<file path="config.mk">
export PLATFORM = sky130hd
export DESIGN_NAME = fetch_queue_flat
export DESIGN_NICKNAME = d
export VERILOG_FILES = /design/src/rtl/fetch_queue_if.sv /design/src/rtl/fetch_queue.sv /design/src/flat_wrapper.sv
export SDC_FILE = /design/constraint.sdc
export NUM_CORES = 1
export LEC_CHECK = 0
export CAP_MARGIN = 20
export CORE_UTILIZATION = 47
export DETAILED_ROUTE_END_ITERATION = 10
export PLACE_DENSITY_LB_ADDON = 0.08
export SLEW_MARGIN = 0
export SYNTH_ARGS = -nofsm -noshare
export SYNTH_HDL_FRONTEND = slang
export SYNTH_SLANG_ARGS = --single-unit
</file>
<file path="constraint.sdc">
create_clock -name clk -period 3.1 [get_ports clk]
set_input_delay 0.62 -clock clk [delete_from_list [all_inputs] [get_ports clk]]
set_output_delay 0.62 -clock clk [all_outputs]
set_load 0.03 [all_outputs]
</file>
<file path="src/rtl/fetch_queue_if.sv">
// Interface bundling the instruction memory port, the redirect input and the decode-side handshake.
interface fetch_queue_if #(
    parameter int DEPTH = 4
);
    localparam int CW = $clog2(DEPTH) + 1;

    logic [31:0]   imem_addr;
    logic [31:0]   imem_rdata;
    logic          redirect;
    logic [31:0]   redirect_pc;
    logic          deq_ready;
    logic          deq_valid;
    logic [31:0]   deq_inst;
    logic [31:0]   deq_pc;
    logic [31:0]   deq_pc4;
    logic [CW-1:0] count;

    modport slave (
        input  imem_rdata, redirect, redirect_pc, deq_ready,
        output imem_addr, deq_valid, deq_inst, deq_pc, deq_pc4, count
    );

    modport master (
        output imem_rdata, redirect, redirect_pc, deq_ready,
        input  imem_addr, deq_valid, deq_inst, deq_pc, deq_pc4, count
    );
endinterface

</file>
<file path="src/rtl/fetch_queue.sv">
// Instruction prefetch queue: owns the fetch PC, buffers fetched words in a circular
// FIFO and presents the oldest one to decode; a redirect flushes and restarts fetch.
module fetch_queue #(
    parameter int          DEPTH    = 4,
    parameter logic [31:0] RESET_PC = 32'h0000_0000
) (
    input  logic          clk,
    input  logic          rst,
    fetch_queue_if.slave  bus
);
    localparam int PW = $clog2(DEPTH);
    localparam int CW = PW + 1;
    localparam logic [CW-1:0] DEPTH_C = CW'(DEPTH);
    localparam logic [31:0]   NOP     = 32'h0000_0013;

    logic [31:0]   fetch_pc;
    logic [PW-1:0] wr_ptr;
    logic [PW-1:0] rd_ptr;
    logic [CW-1:0] count;
    logic [31:0]   mem_inst [DEPTH];
    logic [31:0]   mem_pc   [DEPTH];

    logic deq_valid;
    logic deq_fire;
    logic full;
    logic enq;

    assign deq_valid = (count != '0);
    assign deq_fire  = deq_valid & bus.deq_ready;
    assign full      = (count == DEPTH_C);
    assign enq       = ~bus.redirect & (~full | deq_fire);

    always_ff @(posedge clk or posedge rst) begin
        if (rst) begin
            fetch_pc <= RESET_PC;
            wr_ptr   <= '0;
            rd_ptr   <= '0;
            count    <= '0;
        end else if (bus.redirect) begin
            fetch_pc <= {bus.redirect_pc[31:2], 2'b00};
            wr_ptr   <= '0;
            rd_ptr   <= '0;
            count    <= '0;
        end else begin
            if (enq) begin
                wr_ptr   <= wr_ptr + PW'(1);
                fetch_pc <= fetch_pc + 32'd4;
            end
            if (deq_fire) begin
                rd_ptr <= rd_ptr + PW'(1);
            end
            case ({enq, deq_fire})
                2'b10:   count <= count + CW'(1);
                2'b01:   count <= count - CW'(1);
                default: count <= count;
            endcase
        end
    end

    // Storage is never cleared; count alone decides which entries are live.
    always_ff @(posedge clk) begin
        if (enq) begin
            mem_inst[wr_ptr] <= bus.imem_rdata;
            mem_pc[wr_ptr]   <= fetch_pc;
        end
    end

    assign bus.imem_addr = fetch_pc;
    assign bus.count     = count;
    assign bus.deq_valid = deq_valid;
    assign bus.deq_inst  = deq_valid ? mem_inst[rd_ptr] : NOP;
    assign bus.deq_pc    = deq_valid ? mem_pc[rd_ptr] : 32'd0;
    assign bus.deq_pc4   = deq_valid ? (mem_pc[rd_ptr] + 32'd4) : 32'd0;
endmodule

</file>
<file path="src/flat_wrapper.sv">
// flat-port wrapper written by rule: the top's interface ports become plain ports
module fetch_queue_flat 
#(
    parameter int          DEPTH    = 4,
    parameter logic [31:0] RESET_PC = 32'h0000_0000
)
  (clk, rst, bus_imem_rdata, bus_redirect, bus_redirect_pc, bus_deq_ready, bus_imem_addr, bus_deq_valid, bus_deq_inst, bus_deq_pc, bus_deq_pc4, bus_count);
  fetch_queue_if #(.DEPTH(DEPTH)) bus_i ();
  input  logic clk;
  input  logic rst;
  input wire logic [$bits(bus_i.imem_rdata)-1:0] bus_imem_rdata;
  input wire logic [$bits(bus_i.redirect)-1:0] bus_redirect;
  input wire logic [$bits(bus_i.redirect_pc)-1:0] bus_redirect_pc;
  input wire logic [$bits(bus_i.deq_ready)-1:0] bus_deq_ready;
  output wire logic [$bits(bus_i.imem_addr)-1:0] bus_imem_addr;
  output wire logic [$bits(bus_i.deq_valid)-1:0] bus_deq_valid;
  output wire logic [$bits(bus_i.deq_inst)-1:0] bus_deq_inst;
  output wire logic [$bits(bus_i.deq_pc)-1:0] bus_deq_pc;
  output wire logic [$bits(bus_i.deq_pc4)-1:0] bus_deq_pc4;
  output wire logic [$bits(bus_i.count)-1:0] bus_count;
  assign bus_i.imem_rdata = bus_imem_rdata;
  assign bus_i.redirect = bus_redirect;
  assign bus_i.redirect_pc = bus_redirect_pc;
  assign bus_i.deq_ready = bus_deq_ready;
  assign bus_imem_addr = bus_i.imem_addr;
  assign bus_deq_valid = bus_i.deq_valid;
  assign bus_deq_inst = bus_i.deq_inst;
  assign bus_deq_pc = bus_i.deq_pc;
  assign bus_deq_pc4 = bus_i.deq_pc4;
  assign bus_count = bus_i.count;
  fetch_queue #(.DEPTH(DEPTH), .RESET_PC(RESET_PC)) u_core (.clk(clk), .rst(rst), .bus(bus_i));
endmodule
</file>
==> flow_metrics.tcl, run 1 <==
set metrics [dict create \
    wire_per_inst_um 20.2 \
    clkSinkCount 285 \
    crit_type "reg2out" \
    grtUsageMet2_pct 35.9 \
    irDropWorstVdd_v 0.000528 \
    fin_nets 1084 \
    wirelength_um 27600 \
    ys.flop_type "edfxtp_1" \
    cts.htree.levels 1 \
    dpl.hpwl_um 17000 \
    finClkSkew_ps 6.25 \
    numCtsBuffers 29 \
    reg2reg_depth 6 \
    areaGrowthSynthToFinish_pct 29.8 \
    grt_use_total_pct 20.4 \
    power_per_cell_area_mw_per_mm2 840 \
    cts.path.max_buffers 3 \
    max_freq_ghz 0.270 \
    fin_cells 1365 \
    die-area_mm2 0.0270 \
    final_cell_area_mm2 0.0161 \
    synthArstFlopShare_pct 13.0 \
    violations "setup timing" \
    io_buffer_count 191 \
    maxCapViolCount 0 \
    clk_latency_ps 530 \
    synth_edf_count 248 \
    die_y_um 164 \
    r2r_slack_ps 630 \
    grt_pass1_wl_um 42100 \
    io_pins 200 \
    status "finished, violations left" \
    synth_area_leaders "edfxtp_1 (60%), dfrtp_1 (7.5%), mux4_2 (6.9%)" \
    grt_use_met1_pct 26.3 \
    post_dp_cell_area_mm2 0.0149 \
    antenna_cells 0 \
    ant_nets 0 \
    timing.final.crit_share_pct 119 \
    power.leakage_nw 5.79 \
    grt_overflow 0 \
    reg2reg_from "u_core.bus.count[1]" \
    antenna_found_initial 0 \
    core_mm2 0.0260 \
    pre_cts_slack_ps -313 \
    cp-start-kind "flop" \
    setup_slack_ps -604 \
    dpl.cell_count 1299 \
    synth.top_cell.area_share_pct 60.1 \
    clk_pin_slew_ps 60 \
    rsz0062_at_grt "true" \
    post-route-drc-count 0 \
    layout_common_cells "edfxtp_1 (248), clkdlybuf4s50_1 (99), buf_4 (69)" \
    viasPerCell 5.51 \
    avgSynthCellArea_um2 16.3 \
    tightest_slew_ps 1000 \
    drt-initial-drc-count 575 \
    min_period_ps 3700 \
    top_usage_layer "met2" \
    synth_top_cell_by_area "edfxtp_1" \
    grt_start_max_net_pins 63 \
    synthesis.area_mm2 0.0124 \
    arrival_ps 3080 \
    start_util_pct 47.7 \
    dr_total_vias 7517 \
    crit_path_end_kind "primary output" \
    rows 59 \
    ys_types 48 \
    cp_data_required_time_ps 2480 \
    grt_pass1_vias 7824 \
    relSlewSlack_pct 33.2 \
    finalHoldViolCount 0 \
    critical_path.max_fanout 8 \
    ys_ff_latch 285 \
    synthCells 759 \
    setup_viol 29 \
    totalPowerFinal_mw 13.5 \
    grtUsageMet3_pct 2.91 \
    die_width_um 164 \
    final_common_cell "edfxtp_1" \
    drive_gt1_share_pct 26.5 \
    seq_area_frac_synth_pct 67.6 \
    place.gp.congestion 0.888 \
    final-max-slew-violation-count 0 \
    cts_root_buffer "clkbuf_16" \
    cts_tree "built" \
    r2r-end "u_core.bus.imem_addr[14]" \
    firstDrtPassIters 4 \
    ys_warn_count 0 \
    holdCritPathClass "in2async" \
]
-- worst max-delay path, cell delays in order, from the launching register on --
cell,delay [ps]
dfrtp_4,530
buf_12,160
mux4_2,350
buf_6,110
ha_4,130
and3_4,170
nand4_1,130
buf_6,180
buf_6,130
or3_4,340
a21oi_4,160
buf_6,140
-- repair_timing --
action,in CTS,in global routing
setup buffers,5,7
gates resized for setup,129,73
endpoints found under the setup margin,90,80
cloned,2,2
pin swaps,15,14
hold buffers,0,0
-- power breakdown --
group	internal, mW	switching (mW)	leakage [nW]
Combinational	2.31	3.16	2.62
Clock	1.94	1.36	0.441
Sequential	4.56	0.189	2.73
-- metal layers --
| layer | share of wire [%] | wire length, um |
|---|---|---|
| met5 | 0 | 0 |
| met3 | 4.7 | 1280 |
| met1 | 42 | 11600 |
| met2 | 51 | 14200 |
| met4 | 1.9 | 510 |
-- state kept, by name, summed over array words and instances (netlist names) --
signal and flops:
u_core.mem_inst 128, u_core.wr_ptr 2, u_core.mem_pc 120, u_core.bus.imem_addr 30
u_core.bus.count 3, u_core.rd_ptr 2
-- logic make-up (layout without fill, tap and decap cells) --
kind of cell | Yosys count | after routing | share of synthesized area (%)
AND/OR/NAND/NOR | 244 | 244 | 10.9
AO/OA/AOI/OAI | 62 | 62 | 2.82
adder cells (fa/ha/maj) | 7 | 7 | 0.767
XOR/XNOR | 35 | 35 | 2.47
multiplexers | 70 | 70 | 12.7
flip-flops | 285 | 285 | 67.6
buffers and inverters | 55 | 321 | 2.77
other | 1 | 6 | 0.0303
-- through the flow --
stage,util [%],TNS (ps),hold WS [ps]
2_1_floorplan,-,0,538
3_3_place_gp,57.3,-5970,551
3_5_place_dp,57.3,-7300,571
4_1_cts,61.5,-13440,512
5_1_grt,61.9,-12190,565
6_report,61.9,-9100,497
-- synth_stat cells, types with 7 or more instances --
library cell	n
nand2_1	48
a21oi_1	12
or4_1	8
nand3_1	26
or3_1	8
mux4_2	38
o21ai_0	34
edfxtp_1	248
nor2_1	31
xnor2_1	16
and3_1	20
and2_1	58
nand4_1	12
buf_4	9
mux4_1	24
nor3_1	10
dfrtp_1	37
and4_1	9
xor2_1	19
clkbuf_1	23
inv_1	7
-- area by class of cell --
class                           count  area, um2
Inverter                            7       26.3
Multi-Input combinational cell    424       3860
Fill cell                        1993       9900
Timing Repair Buffer              262       2510
Clock inverter                     19        156
Clock buffer                       33        741
Sequential cell                   285       8380
Tap cell                          335        419
-- worst max-delay path by stage --
| stage | from | endpoint | depth (start not counted) |
|---|---|---|---|
| after floorplan | u_core.rd_ptr[0] | bus_deq_pc4[26] | 8 |
| after global placement | u_core.rd_ptr[0] | bus_deq_pc4[21] | 6 |
| final | u_core.rd_ptr[0] | bus_deq_pc4[24] | 11 |
| after detailed placement | u_core.rd_ptr[0] | bus_deq_pc4[21] | 6 |
| after global routing | u_core.rd_ptr[0] | bus_deq_pc4[24] | 11 |
| after CTS | u_core.rd_ptr[0] | bus_deq_pc4[18] | 11 |
No activity file was read; power rests on OpenSTA's default activity.
==> run 2: changes to the inputs <==
--- a/config.mk
+++ b/config.mk
@@ -7,6 +7,7 @@
 export LEC_CHECK = 0
 export CAP_MARGIN = 20
 export CORE_UTILIZATION = 47
+export CTS_CLUSTER_DIAMETER = 100
 export DETAILED_ROUTE_END_ITERATION = 10
 export PLACE_DENSITY_LB_ADDON = 0.08
 export SLEW_MARGIN = 0
==> constraint.sdc (replaced) <==
create_clock -name clk -period 3.1 [get_ports clk]
set_input_delay 0.93 -clock clk [delete_from_list [all_inputs] [get_ports clk]]
set_output_delay 0.93 -clock clk [all_outputs]
set_load 0.03 [all_outputs]
==> run 2 against run 1 <==
Net effect: the flow still finishes with violations (setup timing); sequential power is essentially flat; final cell count grew 4.0%; die area is the same; largest cell class unchanged; largest power group unchanged; highest routed layer unchanged.
==> flow_metrics.tcl, run 2 (same netlist as run 1, synthesis figures left out) <==
set metrics [dict create \
    wl_met2_um 13900 \
    setup_tns_ps -27270 \
    ant_nets 0 \
    min_period_ps 4000 \
    grt_pass1_vias 7855 \
    reg2reg_from "u_core.bus.imem_addr[5]" \
    place.gp.congestion 0.898 \
    p_sw_share_pct 33.8 \
    critPathMostFrequentCell "buf_12" \
    tightest_slew_ps 760 \
    dr_total_vias 7690 \
    areaGrowthSynthToFinish_pct 37.5 \
    maxCapViolCount 0 \
    critPathCapture "bus_deq_pc4[29]" \
    met1Wirelength_um 11900 \
    reg2reg_depth 5 \
    violations "setup timing" \
    crit_type "reg2out" \
    num-fill-cells 1836 \
    post_dp_cell_area_mm2 0.0153 \
    holdCritPathClass "reg2reg" \
    final_common_cell "edfxtp_1" \
    dpl.cell_count 1325 \
    routed-wl-met3_um 1320 \
    p_clk_share_pct 23.2 \
    drive_gt1_share_pct 39.1 \
    wire_per_inst_um 19.5 \
    layout_common_cells "edfxtp_1 (248), clkdlybuf4s50_1 (98), buf_6 (89)" \
    largest_reg_flops 128 \
    totalPowerFinal_mw 14.6 \
    critical_path.max_fanout 8 \
    die-area_mm2 0.0270 \
    finalHoldViolCount 0 \
    p_sw_mw 4.94 \
    setup_slack_ps -898 \
    io_buffer_count 191 \
    power.leakage_nw 6.19 \
    status "finished, violations left" \
    relSlewSlack_pct 49.2 \
    clk_latency_ps 550 \
    slowest_delay_ps 500 \
    die_y_um 164 \
    arrival_ps 3070 \
    rows 59 \
    top_register "u_core.mem_inst" \
    final-max-slew-violation-count 0 \
    die_width_um 164 \
    startpoint "u_core.rd_ptr[0]" \
    start_util_pct 47.7 \
    finClkSkew_ps 19.2 \
    crit_path_end_kind "primary output" \
    rsz0062_at_grt "true" \
    clk_pin_slew_ps 60 \
    cp-start-kind "flop" \
    r2r-end "u_core.bus.imem_addr[27]" \
    seqPwrFrac_pct 32.3 \
    grt_overflow 0 \
    grt_pass1_wl_um 42200 \
    core_mm2 0.0260 \
    p_int_mw 9.69 \
    antenna_found_initial 0 \
    grt_use_total_pct 20.4 \
    clkSinkCount 285 \
    comb_power_share_pct 44.4 \
    cts.path.max_buffers 3 \
    irDropWorstVdd_v 0.000508 \
    power_per_cell_area_mw_per_mm2 859 \
    viasPerCell 5.42 \
    cts_tree "built" \
    r2r_slack_ps 620 \
    highest-signal-layer "met4" \
    cts.htree.levels 1 \
    fin_nets 1138 \
    cp_data_required_time_ps 2170 \
    cts_root_buffer "clkbuf_16" \
    setup_viol 84 \
    wirelength_um 27700 \
    post-route-drc-count 0 \
    grt_start_max_net_pins 57 \
    fin_cells 1420 \
    cpMaxStageDelayCell "dfrtp_4" \
    whs_ps 564 \
    antenna_cells 0 \
    critical_path.cell_chain "buf_12 -> buf_12 -> buf_12 -> mux4_2 -> buf_6 -> and3_4 -> nand2_8 -> or4_4 -> a21oi_4 -> buf_6" \
    final_cell_area_mm2 0.0170 \
    dpl.hpwl_um 18300 \
    firstDrtPassIters 5 \
    numCtsBuffers 29 \
    io_pins 200 \
    max_freq_ghz 0.250 \
    timing.final.crit_share_pct 129 \
    postCtsHoldBufs 0 \
    drt-initial-drc-count 515 \
]
run 2: changes by cell type in the layout (fill, tap and decap cells not counted), moves of 4 or more:
cell	previous run	this run
buf_6	21	89
and2_4	0	41
and2_1	58	18
dlygate4sd2_1	39	0
buf_4	69	85
buf_12	10	23
buf_2	4	17
clkbuf_2	13	0
clkinv_1	11	4
a21oi_4	2	7
and3_2	1	5
and3_4	7	3
run 2: worst max-delay path, delay by kind of cell, from the launching register on:
family,cells,cell delay (ps)
and+or+nand+nor,3,820
buffers and inverters,5,680
DFF,1,500
muxes,1,370
AOI/OAI and AO/OA,1,140
run 2: how the worst min path moves through the flow:
stage | start | end | slack (ps) | cells after the start
CTS | u_core.bus.imem_addr[31] | u_core.mem_pc[3][31] | 570 | 0
finish | u_core.bus.imem_addr[31] | u_core.mem_pc[3][31] | 560 | 0
detailed placement | u_core.bus.imem_addr[31] | u_core.mem_pc[3][31] | 550 | 0
floorplan | u_core.wr_ptr[1] | u_core.wr_ptr[1] | 540 | 2
global placement | u_core.bus.imem_addr[31] | u_core.mem_pc[2][31] | 540 | 0
global route | u_core.bus.imem_addr[31] | u_core.mem_pc[3][31] | 590 | 0
run 2: layout make-up:
type	count	area [um2]	area share, %
inverters	7	28.8	0.169
clock buffers	38	790	4.63
clock inverters	15	151	0.889
repair buffers	316	3250	19.1
multi-input cells	424	4020	23.6
well taps	335	419	2.46
flip-flops and latches	285	8380	49.2
run 2: power groups by stage:
| stage | sequential [mW] | combinational [mW] | clock, mW |
|---|---|---|---|
| 2_1_floorplan | 4.86 | 3.23 | 0 |
| 3_5_place_dp | 4.84 | 5.56 | 0 |
| 6_report | 4.73 | 6.50 | 3.40 |
| 4_1_cts | 4.73 | 6.00 | 3.47 |
| 5_1_grt | 4.76 | 6.87 | 3.64 |
| 3_3_place_gp | 4.81 | 5.51 | 0 |
run 2: repair_timing:
item | CTS | global route
pin swaps | 12 | 16
gates resized for setup | 382 | 168
setup buffers | 13 | 33
cloned | 2 | 1
endpoints found under the setup margin | 92 | 92
run 2: layer usage:
layer  track usage (%)  vias to the layer above
li1                  -                     3533
met1              27.6                     3870
met2              34.7                      238
met3              2.94                       49
met4              5.55                        0
met5                 0                        -
run 2: metrics by stage:
stage	util, %	setup slack [ps]
2_1_floorplan	-	-210
3_3_place_gp	58.9	-604
3_5_place_dp	58.9	-620
4_1_cts	63.8	-917
5_1_grt	65.6	-987
6_report	65.6	-898
==> run 3: changes to the inputs <==
--- a/config.mk
+++ b/config.mk
@@ -6,7 +6,7 @@
 export NUM_CORES = 1
 export LEC_CHECK = 0
 export CAP_MARGIN = 20
-export CORE_UTILIZATION = 47
+export CORE_UTILIZATION = 35
 export CTS_CLUSTER_DIAMETER = 100
 export DETAILED_ROUTE_END_ITERATION = 10
 export PLACE_DENSITY_LB_ADDON = 0.08
==> run 3 against run 2 <==
Net effect: the run still ends with setup timing left; sequential power barely moved; fmax up 2.9%; routed wire length increased by 12%; power increased by 3.1%; combinational power decreased by 0.8%; clock-buffer cell count rose by 5; setup slack better by 110 ps; final cell count increased by 8.0%; worst hold slack gained 20 ps; core utilization shrank 16 points; critical path depth fell by 1; clock skew shrank 2.2 ps; largest cell class unchanged; highest routed layer unchanged.
==> flow_metrics.tcl, run 3 (same netlist as run 1, synthesis figures left out) <==
set metrics [dict create \
    drt-initial-drc-count 458 \
    io_buffer_count 191 \
    num-fill-cells 3047 \
    holdCritPathClass "reg2reg" \
    wire_per_inst_um 20.3 \
    path_buf_inv 4 \
    numCtsBuffers 34 \
    cts.path.max_buffers 3 \
    tightest_slew_ps 693 \
    cpMaxStageDelayCell "dfrtp_4" \
    cts_tree "built" \
    rows 68 \
    ant_nets 0 \
    cts_root_buffer "clkbuf_16" \
    rsz0062_at_grt "true" \
    status "finished, violations left" \
    relSlewSlack_pct 53.8 \
    maxCapViolCount 0 \
    clk_pin_slew_ps 60 \
    path_delay_family "simple AND/OR/NAND/NOR gates" \
    max_freq_ghz 0.257 \
    crit_type "reg2out" \
    grt_pass1_wl_um 47200 \
    firstDrtPassIters 4 \
    violations "setup timing" \
    post-route-drc-count 0 \
    crit_path_end_kind "primary output" \
    finClkSkew_ps 17.0 \
    cts.htree.levels 2 \
    die_width_um 190 \
    io_pins 200 \
    die_y_um 190 \
    core_mm2 0.0347 \
    final_cell_area_mm2 0.0172 \
    critPathMostFrequentCell "buf_6" \
    grt_use_total_pct 17.3 \
    grt_start_max_net_pins 57 \
    post_dp_cell_area_mm2 0.0155 \
    clk_latency_ps 500 \
    postCtsHoldBufs 0 \
    whs_ps 583 \
    pre_cts_slack_ps -428 \
    wirelength_um 31100 \
    setup_slack_ps -785 \
    totalPowerFinal_mw 15.1 \
    largest_reg_flops 128 \
    fin_nets 1130 \
    critical_path.max_fanout 6 \
    min_period_ps 3880 \
    setup_viol 81 \
    cp_data_required_time_ps 2170 \
    utilization_pct 49.6 \
    antenna_found_initial 1 \
    final-max-slew-violation-count 0 \
    power.leakage_nw 6.20 \
    viasPerCell 4.98 \
    grt_pass1_vias 7879 \
    critical_path.cell_chain "buf_4 -> buf_6 -> buf_12 -> mux4_2 -> and4_4 -> nand2_4 -> or4_4 -> a21oi_4 -> buf_6" \
    slowest_delay_ps 510 \
    cp-start-kind "flop" \
    finalHoldViolCount 0 \
    power_per_cell_area_mw_per_mm2 876 \
    antenna_cells 0 \
    dr_total_vias 7634 \
    grt_overflow 0 \
    arrival_ps 2950 \
    start_util_pct 35.7 \
    layout_common_cells "edfxtp_1 (248), clkdlybuf4s50_1 (98), buf_4 (83)" \
    areaGrowthSynthToFinish_pct 38.9 \
    clkSinkCount 285 \
    place.gp.congestion 0.764 \
    dpl.hpwl_um 20200 \
    final_common_cell "edfxtp_1" \
    timing.final.crit_share_pct 125 \
    irDropWorstVdd_v 0.000404 \
    top_register "u_core.mem_inst" \
    die-area_mm2 0.0362 \
    drive_gt1_share_pct 36.2 \
]
==> run 3: cell count changes in the layout (fill, tap and decap cells not counted), moves of 3 or more <==
cell	change
clkbuf_16	+5
and2_4	-14
and2_1	+12
and3_2	-3
mux4_1	+4
and3_4	+3
mux4_2	-4
buf_2	-7
clkbuf_8	-3
clkdlybuf4s15_2	+5
buf_6	-15
dlygate4sd2_1	+4
==> run 3: report_power, final <==
part | internal [mW] | switching [mW]
clock | 2.40 | 1.49
combinational | 3.01 | 3.45
sequential | 4.55 | 0.188
==> run 3: final cells by class <==
cell class | count | area (um2) | area share (%)
repair buffers | 302 | 3140 | 18.3
flip-flops and latches | 285 | 8380 | 48.7
multi-input cells | 425 | 4000 | 23.2
well taps | 455 | 569 | 3.31
clock inverters | 17 | 189 | 1.10
clock buffers | 43 | 906 | 5.26
inverters | 7 | 28.8 | 0.167
==> run 3: worst min-delay path: stages (launching register included) <==
cell and delay (ps):
dfrtp_1 410, nand2_1 70, a21oi_1 60
==> run 3: path summary, 6_finish.rpt <==
kind	startpoint	endpoint	slack, ps	depth (start not counted)
worst min register to register	u_core.wr_ptr[1]	u_core.wr_ptr[1]	580	2
max in group asynchronous	rst	u_core.bus.count[1]	1650	3
worst min-delay path	u_core.wr_ptr[1]	u_core.wr_ptr[1]	580	2
worst max register to register	u_core.bus.count[1]	u_core.bus.imem_addr[30]	760	7
worst max-delay path	u_core.rd_ptr[0]	bus_deq_pc4[29]	-780	9
min in group asynchronous	rst	u_core.bus.imem_addr[22]	840	2
==> run 3: routing by layer <==
metal | GRT usage [%] | up-vias | part of all wire, %
met1 | 25.0 | 3886 | 47
met5 | 0 | - | 0
met3 | 2.80 | 46 | 3.7
li1 | - | 3527 | -
met4 | 4.46 | 0 | 2.4
met2 | 27.2 | 175 | 47
==> run 3: metrics by stage <==
stage | setup TNS, ps | std cells
floorplan | -563 | 764
global placement | -13010 | 1453
global route | -33590 | 1534
CTS | -30630 | 1528
detailed placement | -13340 | 1453
finish | -26560 | 1534
==> run 3: timing repair <==
action | CTS | global route
cloned | 2 | 1
setup endpoints to repair | 93 | 92
setup buffers | 13 | 8
gates resized for setup | 288 | 117
pin swaps | 7 | 7
==> edit (flow settings as in run 1) <==
Make the reset (`rst`) synchronous in one clocked block.
--- a/src/rtl/fetch_queue.sv
+++ b/src/rtl/fetch_queue.sv
@@ -32,3 +32,3 @@
 
-    always_ff @(posedge clk or posedge rst) begin
+    always_ff @(posedge clk) begin
         if (rst) begin
Formal check against the unedited RTL: differs if rst is asserted again (counterexample within 4 cycles, from zero or initial values and one cycle with rst high); with rst held inactive, the same outputs for 4 cycles.
==> edit against run 1 <==
  * The flow still finishes with violations (setup timing)
  * Setup slack improved by 150 ps
  * Cell count increased by 3.4%
  * Sequential share of layout area decreased by 2.7 points
  * Synthesized area increased by 0.34%
  * Clock skew increased by 6.2 ps
  * Non-clock buffer count increased by 27
  * Via count increased by 4.6%
  * Wire length increased by 6.9%
  * Final area increased by 3.6%
  * Sequential cell count increased by 2
  * Die area increased by 0.34%
  * First-iteration DRC count decreased by 15%
  * Critical path type unchanged
  * Largest cell class unchanged
Power is not compared: it rests on default switching activity, and its combinational part moved more than twofold at a synthesized area within 25%.
==> edit: results <==
[finish]
fin_nets = 1128
drive_above_1_share_pct = 32.3

[synthesis]
async_flop_share_pct = 0
synthMuxAreaShare_pct = 13.6
ys_top_cells_by_area = edfxtp_1, mux4_2, dfxtp_1, mux4_1, and2_1
ys_types = 52
synth-compound-area-share_pct = 2.78
synth_fa_ha_area_share_pct = 0.765
synth-xor-area-share_pct = 2.39
syn_area_per_cell_um2 = 16.1

[timing]
slew_headroom_pct = 32.7
setup_ws_ps = -454
skew_ps = 12.5
finalSetupViolations = 26

[global_routing]
grt_pass1_wl_um = 43700
first_global_vias = 8000
met3_usage_pct = 2.76
grt_use_met2_pct = 37.3

[critical_path]
critical_path_arrival_ps = 2930
crit_family = multiplexers
crit_path_max_incr_delay_ps = 590
critPathSlowestCell = mux4_2

[drt]
wl_met1_um = 12300
drt-total-wl_um = 29400
vias = 7863
dr_wl_met3_um = 1640

[placed_design]
hpwl_um = 19300
dp.cells = 1337

[worst_hold_path]
hold_path_class = reg -> reg

[outcome]
status = finished with violations
violations = setup timing

[clock_network]
clock_latency_ps = 550
## edit: changes by cell type in the layout (fill, tap and decap cells not counted), sizes merged, moves of 8 or more
cell          delta
buf             +49
dfxtp           +39
dfrtp           -37
dlygate4sd2     -36
nor2            +30
o21ai           -21
nand2           -16
a211oi          +15
dlymetal6s2s    +15
and3            -12
nand4            +9
mux2             +8
## edit: final timing paths
path,start,end,depth (start not counted)
worst max-delay path,flip-flop,bus_deq_pc4[16],10
worst min-delay path,u_core.wr_ptr[1],u_core.wr_ptr[1],2
worst max register to register,u_core.bus.imem_addr[12],u_core.bus.imem_addr[31],5
worst min register to register,u_core.wr_ptr[1],u_core.wr_ptr[1],2
## edit: cell type report
class / instances / area [µm²]
clock buffers: 33 / 741
clock inverters: 21 / 268
fillers: 1873 / 9320
inverters: 11 / 41.3
multi-input cells: 435 / 4080
flip-flops and latches: 287 / 8230
well taps: 335 / 419
repair buffers: 289 / 2880
## edit: power groups by stage
| stage | logic, mW | registers [mW] | clock network (mW) |
|---|---|---|---|
| after detailed placement | 1.18 | 4.51 | 0 |
| after global routing | 1.30 | 4.45 | 3.83 |
| after CTS | 1.19 | 4.43 | 3.71 |
| after global placement | 1.17 | 4.50 | 0 |
| after floorplan | 0.581 | 4.54 | 0 |
| final | 1.23 | 4.44 | 3.65 |
## edit: repair_timing
action | in CTS | in global routing
setup buffers | 6 | 11
hold endpoints to repair | 0 | 0
endpoints found under the setup margin | 69 | 64
gates resized for setup | 87 | 136
pin swaps | 2 | 15
gates cloned | 0 | 4
## edit: through the flow
stage	hold WS [ps]	worst slack [ps]	util (%)	cell area (µm²)
final	507	-454	64.1	16700
after global routing	566	-542	64.1	16700
after CTS	512	-502	63.1	16400
after detailed placement	504	-61.9	58.5	15200
after global placement	471	-50.9	58.5	15200
after floorplan	465	9.19	-	12500
